### src/rtl/ripple_counter_4bit.sv
// ripple_counter_4bit: registered 4-bit ripple-carry adder with carry-out, signed-overflow and zero flags
module rca_full_adder (
    input  logic a_i,
    input  logic b_i,
    input  logic c_i,
    output logic s_o,
    output logic c_o
);
    assign s_o = a_i ^ b_i ^ c_i;
    assign c_o = (a_i & b_i) | (a_i & c_i) | (b_i & c_i);
endmodule

module ripple_counter_4bit (
    input  logic [3:0] a,
    input  logic [3:0] b,
    input  logic       cin,
    output logic [3:0] result,
    output logic       cout,
    output logic       ovf,
    output logic       zero,
    input  logic       clk,
    input  logic       rst
);
    logic [4:0] c;
    logic [3:0] s;
    logic [3:0] result_d, result_q;
    logic       cout_d, cout_q, ovf_d, ovf_q, zero_d, zero_q;
    assign c[0] = cin;
    genvar i;
    generate
        for (i = 0; i < 4; i++) begin : g_fa
            rca_full_adder u_fa (
                .a_i(a[i]),
                .b_i(b[i]),
                .c_i(c[i]),
                .s_o(s[i]),
                .c_o(c[i+1])
            );
        end
    endgenerate
    // signed overflow is the disagreement between carry into and out of the sign bit
    always_comb begin
        result_d = s;
        cout_d   = c[4];
        ovf_d    = c[3] ^ c[4];
        zero_d   = ~|s;
    end
    always_ff @(posedge clk or posedge rst) begin
        if (rst) begin
            result_q <= 4'b0000;
            cout_q   <= 1'b0;
            ovf_q    <= 1'b0;
            zero_q   <= 1'b0;
        end else begin
            result_q <= result_d;
            cout_q   <= cout_d;
            ovf_q    <= ovf_d;
            zero_q   <= zero_d;
        end
    end
    assign result = result_q;
    assign cout   = cout_q;
    assign ovf    = ovf_q;
    assign zero   = zero_q;
endmodule

### config.mk
export PLATFORM = sky130hd
export DESIGN_NAME = ripple_counter_4bit
export DESIGN_NICKNAME = d
export VERILOG_FILES = /design/src/rtl/ripple_counter_4bit.sv
export SDC_FILE = /design/constraint.sdc
export NUM_CORES = 1
export LEC_CHECK = 0
export ABC_AREA = 1
export CAP_MARGIN = 10
export CORE_AREA = 10 10 47 49
export CTS_CLUSTER_SIZE = 40
export DETAILED_ROUTE_END_ITERATION = 8
export DIE_AREA = 0 0 57 59
export PLACE_DENSITY = 0.56
export SETUP_SLACK_MARGIN = 0.5
export SYNTH_ARGS = -nofsm -noshare
export SYNTH_HDL_FRONTEND = slang
export SYNTH_SLANG_ARGS = --single-unit
export TNS_END_PERCENT = 50
### constraint.sdc
create_clock -name clk -period 0.8 [get_ports clk]
set_clock_uncertainty 0.05 [all_clocks]
set_input_delay 0.12 -clock clk [delete_from_list [all_inputs] [get_ports clk]]
set_output_delay 0.12 -clock clk [all_outputs]
set_load 0.1 [all_outputs]
==> results by group <==
Run status
  • Status: complete, but fails checks
  • Failing checks: negative hold slack, negative setup slack

Timing
  • Final WS setup: -1020 ps
  • Fin Hold WS: -261 ps
  • Slew Limit Headroom: 91.9%
  • Least-Margin Pin Slew: 121 ps
  • Final Slew Violations: 0
  • Final period util: 228%
  • Final Hold Vio Count: 7
  • FMAX: 549 MHz
  • Final setup vio count: 13
  • RSZ-0062 raised after global routing: true
  • Min Tclk post-route: 1820 ps

CTS
  • Clk sinks: 7
  • CTS tree: done
  • H-tree depth: 1
  • CTS Hold Bufs: 0
  • Clock root cell: clkbuf_4
  • Clk slew on worst S/H paths: 50 ps
  • CTS buffer count: 3
  • CTS Buffer Depth: 2

Floorplan
  • Die X-Extent: 57 um
  • Top Ports: 18
  • Die area: 3360 um^2
  • Std-Cell Rows: 14
  • Starting Density: 22.2%
  • Core Box Area: 1400 um^2
  • Die extent in y: 59 um

Finish
  • Filler cells: 140
  • Final cell count without fillers: 68
  • Share of cells above drive strength 1: 48.1%
  • Area Overhead vs Synth: 106%
  • Antenna Cells: 0
  • Commonest non-fill, non-tap cell in the layout: buf_12
  • Fin nets: 68
  • Most frequent cells in the layout: buf_12 (7), inv_1 (6), dfrtp_1 (6)
  • FF/Latch Area: 179 um^2
  • Footprint of the multi-input gates: 110 um^2

Routing
  • Vias per cell: 3.75
  • Iter 0 DRT Violations: 5
  • Met3 routed WL: 78 um
  • Wire per inst: 9.68 um
  • DR pass1 iterations: 3
  • Routed length on met2: 379 um
  • Met1 WL: 178 um
  • Highest metal used: met4
  • Post-route ant nets: 0
  • Vias: 255
  • Drt total wl: 658 um
  • DRC: 0

GRT
  • Largest net degree at the start of global routing: 8
  • Vias in the first global route: 277
  • Total gr overflow: 0
  • First-pass GRT wire length: 1.15 mm
  • Antenna violations before repair: 0
  • Tot GR Track Use: 4.78%

Pwr
  • Power, Total: 1.57 mW
  • Max rail drop VDD: 717 uV
  • Leakage: 0.326 nW
  • Pwr dens: 2460 nW/um^2

Yosys
  • Synth Warn #: 0
  • Syn Inst Count: 26
  • Syn Nets: 41
  • #FFs+latches synth: 7
  • Post-Syn Area: 312 um^2
  • Sequential area share after synthesis: 56.2%
  • Cell variety after synth: 6
  • Mean Syn Cell Area: 12.0 um^2

Worst hold path
  • Hold Path Class: in2async

Placed design
  • Hpwl dp: 557 um
  • GPL Wtd Cong: 0.629
  • # port buffers: 17
  • Setup WS pre-CTS: -1700 ps
  • Placed cell count: 60

Setup path
  • Worst Setup End Kind: flip-flop
  • CP most frequent cell: fa_2
  • Setup CP Type: in2reg
  • Worst path arrival time: 1900 ps
  • Crit start category: input port
  • CP max stage cell: fa_1
  • CP required: 880 ps
  • Critical Path Fanout Max: 2
  • Slowest stage delay, CP: 420 ps
  • CP startpoint: a[0]
  • CP Cell Sequence: buf_6, fa_2, fa_2, fa_2, inv_2, fa_1, nand2_1, nor2_1

Job
  • Number of max-cap violations: 0
-- layout make-up --
type | instances | share of cell area [%]
repair buffers | 22 | 42.0
flip-flops and latches | 7 | 27.9
multi-input cells | 10 | 17.2
inverters | 9 | 5.66
clock buffers | 4 | 4.10
well taps | 16 | 3.13
-- cells in the mapped netlist (all sizes together) --
master,n,area share [%]
fa,4,26
inv,9,11
nand2,5,6.0
dfrtp,7,56
nor2,1,1.2
-- power breakdown --
group	internal (mW)	switching [mW]
combinational	0.313	0.507
sequential	0.412	0.0435
clock	0.189	0.109
total	0.915	0.659
-- worst max-delay path: cells and delay by family --
kind	cells	cell delay (ps)
buf+inv	2	160
simple gates	2	120
fa+ha+maj	4	1490
-- worst paths after layout --
check | to | slack [ps] | cells after the start
max | zero$_DFF_PP0_ | -1020 | 8
min | result[3]$_DFF_PP0_ | -260 | 2
max in group asynchronous | cout$_DFF_PP0_ | 830 | 2
min in group clk | result[0]$_DFF_PP0_ | 140 | 2
-- kinds of logic after synthesis --
family        Yosys count  share of synthesized area (%)
fa+ha+maj               4                           25.7
flops                   7                           56.2
simple gates            6                           7.23
buf+inv                 9                           10.8
-- registers in the layout, summed over array words and instances, names as in the netlist --
signal / cells
result: 4
cout: 1
ovf: 1
zero: 1
-- per-stage QoR --
step	util [%]	setup TNS [ps]	instance area [um^2]
2_1_floorplan	-	-6740	323
3_3_place_gp	42.1	-8670	591
3_5_place_dp	42.1	-8730	591
4_1_cts	45.4	-5700	636
5_1_grt	45.7	-6070	641
6_report	45.7	-5650	641
-- layer usage --
metal  GRT usage (%)  vias to the layer above
met5               0                        -
met1            3.50                      119
met4            7.05                        0
met3            3.22                        2
li1                -                      122
met2            6.98                       12
-- what timing repair did --
action,CTS,global route
hold endpoints to repair,0,7
setup endpoints to repair,21,21
gates resized for setup,16,2
buffers inserted,4,0
pin swaps,6,0
Power figures use the tool's default switching activity.
